### src/rtl/counter_pkg.sv
// ----------------------------------------------------------------------------
// counter_pkg
//   Shared definitions for the synchronous up/down modulus counter.
//   - DIR_DOWN / DIR_UP : encodings of the up_dn input.
//   - sel_e             : next-state selector used by counter_next_state.
//   - CALC_W            : widest internal arithmetic width (16-bit counter + 1).
//   - clamp_to_max()    : limits a value to a supplied maximum (MODULUS-1).
//   Optional build macro SYNC_UPDOWN_COUNTER_SATURATE_EN is consumed by
//   counter_next_state; nothing in this package depends on it.
// ----------------------------------------------------------------------------
package counter_pkg;

    localparam logic DIR_DOWN = 1'b0;
    localparam logic DIR_UP   = 1'b1;

    // Largest supported WIDTH is 16, so WIDTH+1 arithmetic never exceeds 17 bits.
    localparam int CALC_W = 17;

    typedef enum logic [1:0] {
        SEL_HOLD = 2'd0,
        SEL_LOAD = 2'd1,
        SEL_INC  = 2'd2,
        SEL_DEC  = 2'd3
    } sel_e;

    // Returns value unless it exceeds max_value, in which case max_value.
    function automatic logic [CALC_W-1:0] clamp_to_max(
        input logic [CALC_W-1:0] value,
        input logic [CALC_W-1:0] max_value
    );
        logic [CALC_W-1:0] result;
        if (value > max_value) begin
            result = max_value;
        end else begin
            result = value;
        end
        return result;
    endfunction

endpackage : counter_pkg

### src/rtl/counter_next_state.sv
// ----------------------------------------------------------------------------
// counter_next_state
//   Purely combinational next-state logic for sync_updown_counter.
//   Priority: load > en (step in up_dn direction) > hold.
//   Parameters:
//     WIDTH   : counter width in bits (1..16)
//     MODULUS : count range 0..MODULUS-1 (2 <= MODULUS <= 2**WIDTH)
//   Ports:
//     count      in  WIDTH  current registered count
//     up_dn      in  1      direction, 1 = up, 0 = down
//     en         in  1      step enable
//     load       in  1      parallel load request
//     load_val   in  WIDTH  value to load (clamped to MODULUS-1)
//     next_count out WIDTH  count for the next edge
//     wrap_next  out 1      next value of the registered wrap pulse
//     tc         out 1      terminal count for the current direction
//   Build option: SYNC_UPDOWN_COUNTER_SATURATE_EN makes stepping past either
//   end hold at that end instead of wrapping; wrap_next is then always 0.
// ----------------------------------------------------------------------------
module counter_next_state
    import counter_pkg::*;
#(
    parameter int WIDTH   = 3,
    parameter int MODULUS = 8
) (
    input  logic [WIDTH-1:0] count,
    input  logic             up_dn,
    input  logic             en,
    input  logic             load,
    input  logic [WIDTH-1:0] load_val,
    output logic [WIDTH-1:0] next_count,
    output logic             wrap_next,
    output logic             tc
);

    // Arithmetic is done one bit wider than the counter so that +1 at the
    // top of a non-power-of-two range is compared against MODULUS-1 before
    // any truncation, and never relies on natural WIDTH overflow.
    localparam logic [WIDTH:0] MAX_W  = (WIDTH+1)'(MODULUS - 1);
    localparam logic [WIDTH:0] ZERO_W = {(WIDTH+1){1'b0}};
    localparam logic [WIDTH:0] ONE_W  = {{WIDTH{1'b0}}, 1'b1};

    if ((WIDTH < 1) || (WIDTH > 16) || (MODULUS < 2) ||
        (MODULUS > (1 << WIDTH))) begin : g_bad_params
        $error("counter_next_state: unsupported WIDTH/MODULUS combination");
    end

    sel_e           sel_s;
    logic [WIDTH:0] count_ext_s;
    logic [WIDTH:0] next_ext_s;
    logic           at_max_s;
    logic           at_zero_s;

    // Terminal-value detection on the zero-extended count.
    always_comb begin
        count_ext_s = {1'b0, count};
        at_max_s    = (count_ext_s == MAX_W);
        at_zero_s   = (count_ext_s == ZERO_W);
    end

    // Select the operation for this edge: load beats stepping beats holding.
    always_comb begin
        sel_s = SEL_HOLD;
        if (load) begin
            sel_s = SEL_LOAD;
        end else if (en) begin
            if (up_dn == DIR_UP) begin
                sel_s = SEL_INC;
            end else begin
                sel_s = SEL_DEC;
            end
        end else begin
            sel_s = SEL_HOLD;
        end
    end

    // Next count and wrap pulse for the selected operation.
    always_comb begin
        next_ext_s = count_ext_s;
        wrap_next  = 1'b0;
        case (sel_s)
            SEL_LOAD: begin
                next_ext_s = (WIDTH+1)'(clamp_to_max(CALC_W'(load_val),
                                                     CALC_W'(MODULUS - 1)));
                wrap_next  = 1'b0;
            end
            SEL_INC: begin
                if (at_max_s) begin
`ifdef SYNC_UPDOWN_COUNTER_SATURATE_EN
                    next_ext_s = MAX_W;
                    wrap_next  = 1'b0;
`else
                    next_ext_s = ZERO_W;
                    wrap_next  = 1'b1;
`endif
                end else begin
                    next_ext_s = count_ext_s + ONE_W;
                    wrap_next  = 1'b0;
                end
            end
            SEL_DEC: begin
                if (at_zero_s) begin
`ifdef SYNC_UPDOWN_COUNTER_SATURATE_EN
                    next_ext_s = ZERO_W;
                    wrap_next  = 1'b0;
`else
                    next_ext_s = MAX_W;
                    wrap_next  = 1'b1;
`endif
                end else begin
                    next_ext_s = count_ext_s - ONE_W;
                    wrap_next  = 1'b0;
                end
            end
            SEL_HOLD: begin
                next_ext_s = count_ext_s;
                wrap_next  = 1'b0;
            end
            default: begin
                next_ext_s = count_ext_s;
                wrap_next  = 1'b0;
            end
        endcase
    end

    // Truncate only after the modulus decision has been made.
    always_comb begin
        next_count = next_ext_s[WIDTH-1:0];
    end

    // Terminal count: a step is pending and the count sits at the end it
    // will leave from; load suppresses it because no step occurs.
    always_comb begin
        tc = 1'b0;
        if (en && !load) begin
            if (up_dn == DIR_UP) begin
                tc = at_max_s;
            end else begin
                tc = at_zero_s;
            end
        end else begin
            tc = 1'b0;
        end
    end

endmodule : counter_next_state

### src/rtl/sync_updown_counter.sv
// ----------------------------------------------------------------------------
// sync_updown_counter
//   Synchronous parameterised modulus up/down counter with parallel load,
//   combinational terminal count and a registered one-cycle wrap pulse.
//   This level holds only the state registers and the reset; all next-state
//   decisions live in counter_next_state.
//   Parameters:
//     WIDTH   : counter / LED bus width (1..16), default 3
//     MODULUS : count range 0..MODULUS-1, default 8
//   Ports:
//     clk      in  1      rising-edge clock
//     rst      in  1      asynchronous active-high reset
//     en       in  1      count enable
//     up_dn    in  1      direction, 1 = up, 0 = down
//     load     in  1      synchronous parallel load
//     load_val in  WIDTH  load value (clamped to MODULUS-1)
//     count    out WIDTH  registered count
//     leds     out WIDTH  registered LED drive, always equal to count
//     tc       out 1      combinational terminal count
//     wrap     out 1      registered pulse in the cycle after a wrap step
//   Build option: define SYNC_UPDOWN_COUNTER_SATURATE_EN to saturate at the
//   ends of the range instead of wrapping (wrap then stays 0).
// ----------------------------------------------------------------------------
module sync_updown_counter
    import counter_pkg::*;
#(
    parameter int WIDTH   = 3,
    parameter int MODULUS = 8
) (
    input  logic             clk,
    input  logic             rst,
    input  logic             en,
    input  logic             up_dn,
    input  logic             load,
    input  logic [WIDTH-1:0] load_val,
    output logic [WIDTH-1:0] count,
    output logic [WIDTH-1:0] leds,
    output logic             tc,
    output logic             wrap
);

    logic [WIDTH-1:0] count_q;
    logic [WIDTH-1:0] count_d;
    logic [WIDTH-1:0] leds_q;
    logic [WIDTH-1:0] leds_d;
    logic             wrap_q;
    logic             wrap_d;
    logic [WIDTH-1:0] next_count_s;
    logic             wrap_next_s;
    logic             tc_s;

    counter_next_state #(
        .WIDTH   (WIDTH),
        .MODULUS (MODULUS)
    ) u_next_state (
        .count      (count_q),
        .up_dn      (up_dn),
        .en         (en),
        .load       (load),
        .load_val   (load_val),
        .next_count (next_count_s),
        .wrap_next  (wrap_next_s),
        .tc         (tc_s)
    );

    // Register inputs; leds is a separate flop so it can drive pads
    // independently while always holding the same value as count.
    always_comb begin
        count_d = next_count_s;
        leds_d  = next_count_s;
        wrap_d  = wrap_next_s;
    end

    // State registers with asynchronous reset; reset discards any pending step.
    always_ff @(posedge clk or posedge rst) begin
        if (rst) begin
            count_q <= {WIDTH{1'b0}};
            leds_q  <= {WIDTH{1'b0}};
            wrap_q  <= 1'b0;
        end else begin
            count_q <= count_d;
            leds_q  <= leds_d;
            wrap_q  <= wrap_d;
        end
    end

    // Drive outputs.
    always_comb begin
        count = count_q;
        leds  = leds_q;
        wrap  = wrap_q;
        tc    = tc_s;
    end

endmodule : sync_updown_counter

### config.mk
export PLATFORM = sky130hd
export DESIGN_NAME = sync_updown_counter
export DESIGN_NICKNAME = d
export VERILOG_FILES = /design/src/rtl/counter_pkg.sv /design/src/rtl/counter_next_state.sv /design/src/rtl/sync_updown_counter.sv
export SDC_FILE = /design/constraint.sdc
export NUM_CORES = 1
export LEC_CHECK = 0
export ABC_AREA = 1
export CELL_PAD_IN_SITES_DETAIL_PLACEMENT = 1
export CELL_PAD_IN_SITES_GLOBAL_PLACEMENT = 1
export CORE_MARGIN = 3
export CORE_UTILIZATION = 26
export CTS_CLUSTER_SIZE = 8
export DETAILED_ROUTE_END_ITERATION = 8
export GPL_TIMING_DRIVEN = 0
export PLACE_DENSITY_LB_ADDON = 0.1
export SLEW_MARGIN = 30
export SYNTH_ARGS = -nofsm -noshare
export SYNTH_HDL_FRONTEND = slang
export SYNTH_SLANG_ARGS = --single-unit
### constraint.sdc
create_clock -name clk -period 2.1 [get_ports clk]
set_clock_uncertainty 0.2 [all_clocks]
set_input_delay 0.21 -clock clk [delete_from_list [all_inputs] [get_ports clk]]
set_output_delay 0.21 -clock clk [all_outputs]
set_load 0.005 [all_outputs]
======== Word level (Yosys, flattened, before mapping) ========
Cells that the tools add are included.
storage, ports and cells
  bits in registers ....................... 4
  bits in latches ......................... 0
  RAM bits ................................ 0
  memory bits (read-only) ................. 0
  word-level logic and storage cells ...... 24
  memories kept ........................... 0
operators by class
  $add $sub $neg .......................... 2
  multiply operators ...................... 0
  div/mod/pow operators ................... 0
  magnitude comparators ................... 0
  equal/unequal tests ..................... 4
  shift-type cells ........................ 0
  multiplexer cells ....................... 11
  bitwise operators ....................... 0
  reductions and logical operators ........ 5
operator list
  kind                 number
  $pmux 3 s4           1
  $mux 3               2
  $mux 1               5
  $eq 2x2->1 const B   2
  $mux 2               2
  $add 3x1->3 const B  1
  $eq 3x3->1 const B   1
  $logic_not 3->1      1
  $pmux 1 s3           1
  $sub 3x1->3 const B  1
  $eq 2x1->1 const B   1
  $logic_not 2->1      1
  $reduce_or 2->1      1
  $logic_and 1x1->1    1
  $logic_not 1->1      1

======== Depth between registers and ports, before layout ========
  word-level depth ........................ 6
  depth in mapped cells ................... 9

======== Modules after synthesis ========
A second synthesis with hierarchy kept.
second synthesis, totals
  cells, all modules ...................... 49
  area total of the unflattened synthesis .. 357.8 sq um
by module, submodules not included
  module               times used  cells each  area each (sq um)  seq. area each (sq um)
  counter_next_state   1           41          231.5              0.0
  sync_updown_counter  1           8           126.4              100.1

======== Worst setup path after synthesis ========
No wires, ideal clock.
  path type ............................... register -> register
  from .................................... reg leds[0] (netlist name)
  to ...................................... reg leds_q[2], in the netlist leds[2]
  setup time .............................. 117 ps
  arrival time ............................ 1,154 ps
  data required time ...................... 1,783 ps
  path slack .............................. 629 ps
  stages on the path, launching flop included .. 7
  buffers on the path ..................... 0
  cell sequence ........................... dfrtp_1 > ha_1 > ha_1 > nand3_1 > nand2_2 > nor2_1 > nor2_1
RTL lines
  item                  RTL line                   RTL
  end signal, assigned  sync_updown_counter.sv:78  leds_q <= {WIDTH{1'b0}};
  end signal, assigned  sync_updown_counter.sv:82  leds_q <= leds_d;
  end, declared         sync_updown_counter.sv:44  logic [WIDTH-1:0] leds_q;

==> impl_metrics.env <==
export IMPL_status="finished clean"
export IMPL_synthFlopType="dfrtp_1"
export IMPL_r2r_end="leds[1]"
export IMPL_cts_buffer_depth=2
export IMPL_top_level_ports=16
export IMPL_irDropWorstVdd_mv=0.246
export IMPL_core_area_mm2=0.00135
export IMPL_dieArea_mm2=0.00200
export IMPL_sw_frac_of_total=0.305
export IMPL_yosysUniqueCellTypes=13
export IMPL_setup_viol_count_final=0
export IMPL_crit_type="flip-flop to output port"
export IMPL_cts_tree="built"
export IMPL_nets=93
export IMPL_drv_cap=0
export IMPL_holdCritStartpoint="leds[2]"
export IMPL_gp_congestion=0.780
export IMPL_slowest_stage="dfrtp_1"
export IMPL_avgRoutedWirePerCell_um=10.3
export IMPL_final_util=0.446
export IMPL_ys_top_cells_by_area="dfrtp_1, nand2_1, ha_1, inv_1, nand3_1"
export IMPL_synth_nets=71
export IMPL_yosysTopAreaCell="dfrtp_1"
export IMPL_r2r_cells=7
export IMPL_dr_pass1_iters=3
export IMPL_cp_required_ns=1.69
export IMPL_whs_path_depth=2
export IMPL_portBuffers=15
export IMPL_yosysTopAreaCellShare=0.256
export IMPL_grt_pass1_vias=377
export IMPL_grt_setup_unrepaired="false"
export IMPL_numCtsBuffers=3
export IMPL_pwr_share_clk=0.279
export IMPL_dp_hpwl_um=835
export IMPL_dpl_cell_count=89
export IMPL_final_hold_viol_count=0
export IMPL_reg2reg_from="leds[0]"
export IMPL_slowest_delay_ns=0.40
export IMPL_p_per_area_mw_per_mm2=544
export IMPL_holdPathEnd="leds[2]"
export IMPL_grt_ovfl_total=0
export IMPL_grt_start_max_net_pins=8
export IMPL_cp_max_fo=4
export IMPL_worstMarginPinSlew_ns=0.212
export IMPL_maxSlewViolCount=0
export IMPL_grt_first_pass_wirelength_um=1590
export IMPL_p_leak_nw=0.312
export IMPL_synthCells=59
export IMPL_tns_ns=0
export IMPL_die_h_um=44.8
export IMPL_crit_path_end_kind="output port"
export IMPL_min_path_type="flip-flop to flip-flop"
export IMPL_yosysWarningCount=0
export IMPL_p_switching_w=0.000100
export IMPL_syn_area_per_cell_um2=6.62
export IMPL_fin_cells=94
export IMPL_rows=13
export IMPL_combPwrFrac=0.424
export IMPL_synth_edf_count=0
export IMPL_ys_ff_latch=4
export IMPL_start_kind="flip-flop"
export IMPL_p_seq_frac=0.297
export IMPL_postSynth_asyncResetShare=1.00
export IMPL_ant_nets=0
export IMPL_cts_root_buffer="clkbuf_4"
export IMPL_drt_iter0_markers=2
export IMPL_r2r_slack_ns=0.59
export IMPL_fp_dieW_um=44.8
export IMPL_cp_arrival_ns=1.52
export IMPL_antenna_found_initial=0
export IMPL_wl_um=964
export IMPL_cts_max_level=1
export IMPL_period_share=0.920
export IMPL_crit_path_cell_trace="inv_1 -> ha_1 -> nand2_2 -> a211oi_1 -> dlygate4sd2_1"
export IMPL_drive_gt1_frac=0.215
export IMPL_path_clk_slew_ns=0.03
export IMPL_drc=0
export IMPL_area_growth_synth_to_final_pct=54.2
export IMPL_clock_latency_ns=0.23
export IMPL_cts_sinks=4
export IMPL_initial_core_util=0.289
export IMPL_layout_min_cycle_time_ns=1.93
export IMPL_yosysSeqAreaShare=0.256
export IMPL_relSlewSlack=0.858
export IMPL_via_count=403
export IMPL_vias_per_cell=4.29
export IMPL_fmax_ghz=0.518
export IMPL_yosysMostFrequentCell="nand2_1"
export IMPL_internal_power_w=0.000228
export IMPL_synth_area_um2=390
export IMPL_track_usage=0.105
export IMPL_synth_common_cells="nand2_1, inv_1, nand3_1"
export IMPL_n_antenna_cell=0
[logic make-up (layout without fill, tap and decap cells)]
| kind of cell | count (synthesis) | in the layout | synth area share |
|---|---|---|---|
| DFF | 4 | 4 | 0.256 |
| and+or+nand+nor | 33 | 33 | 0.388 |
| adders and majority gates | 4 | 4 | 0.128 |
| buffers and inverters | 14 | 34 | 0.163 |
| AOI/OAI and AO/OA | 4 | 4 | 0.0641 |
[power groups by stage]
stage          Sequential [W]   Clock, W  Combinational [W]
3_5_place_dp         0.000100          0           0.000133
3_3_place_gp        0.0000999          0           0.000131
5_1_grt             0.0000994  0.0000979           0.000155
2_1_floorplan       0.0000975          0          0.0000703
4_1_cts             0.0000975  0.0000919           0.000141
6_report            0.0000973  0.0000913           0.000139
[registers in the layout, summed over array words and instances, names as in the netlist]
register / count
leds: 3
wrap: 1
[stage by stage]
step                      hold WS [ns]  setup WS [ns]  area (um2)  power, W
after floorplan                 -0.224          0.629         390  0.000168
after global placement           0.202      -0.000585         559  0.000231
after detailed placement         0.205        -0.0148         559  0.000233
after CTS                        0.458          0.153         602  0.000331
after global routing             0.502         0.0426         602  0.000353
final                            0.450          0.168         602  0.000328
[area by class of cell]
type                       instances  area [um2]
inverter                          11        41.3
clock buffer                       3        22.5
tap                               15        18.8
buffer                             3        22.5
timing repair buffer              17         166
fill                             181         748
sequential                         4         101
multi-input combinational         41         229
[worst max-delay path: cells and delay by family (launching register included)]
| kind | cells | cell delay [ns] |
|---|---|---|
| compound gates | 1 | 0.22 |
| fa+ha+maj | 1 | 0.20 |
| flops | 1 | 0.40 |
| simple gates | 1 | 0.09 |
| buf+inv | 2 | 0.39 |
[timing repair]
action                                  in CTS  in global routing
gates resized for setup                      3                  0
hold buffers                                 1                  0
buffers inserted                             1                  0
endpoints found under the hold margin        4                  0
endpoints found under the setup margin       1                  0
[worst max path at each step]
stage               startpoint      end  cells past startpoint
CTS                    leds[1]       tc                      5
floorplan              leds[0]  leds[2]                      6
global placement       leds[0]       tc                      5
finish                 leds[1]       tc                      5
detailed placement     leds[0]       tc                      5
global route           leds[1]       tc                      5
[cells in the final DEF (no fill, tap or decap), types with 2 or more instances in the layout]
cell type,netlist,final
dfrtp_1,4,3
nand2_2,3,3
buf_4,3,4
nand2_1,16,16
nor2_1,5,5
inv_2,2,2
nor2_2,2,2
o21ai_0,2,2
clkbuf_4,0,3
clkdlybuf4s50_1,0,14
ha_1,4,3
inv_1,9,9
nand3_1,6,6
a211oi_1,2,2
[metal layers]
layer,share of wire,GRT usage
met4,0,0.0181
met5,0,0
met3,0.031,0.0120
met2,0.46,0.175
met1,0.51,0.146
Note: power is estimated with default switching activity, not from simulation.
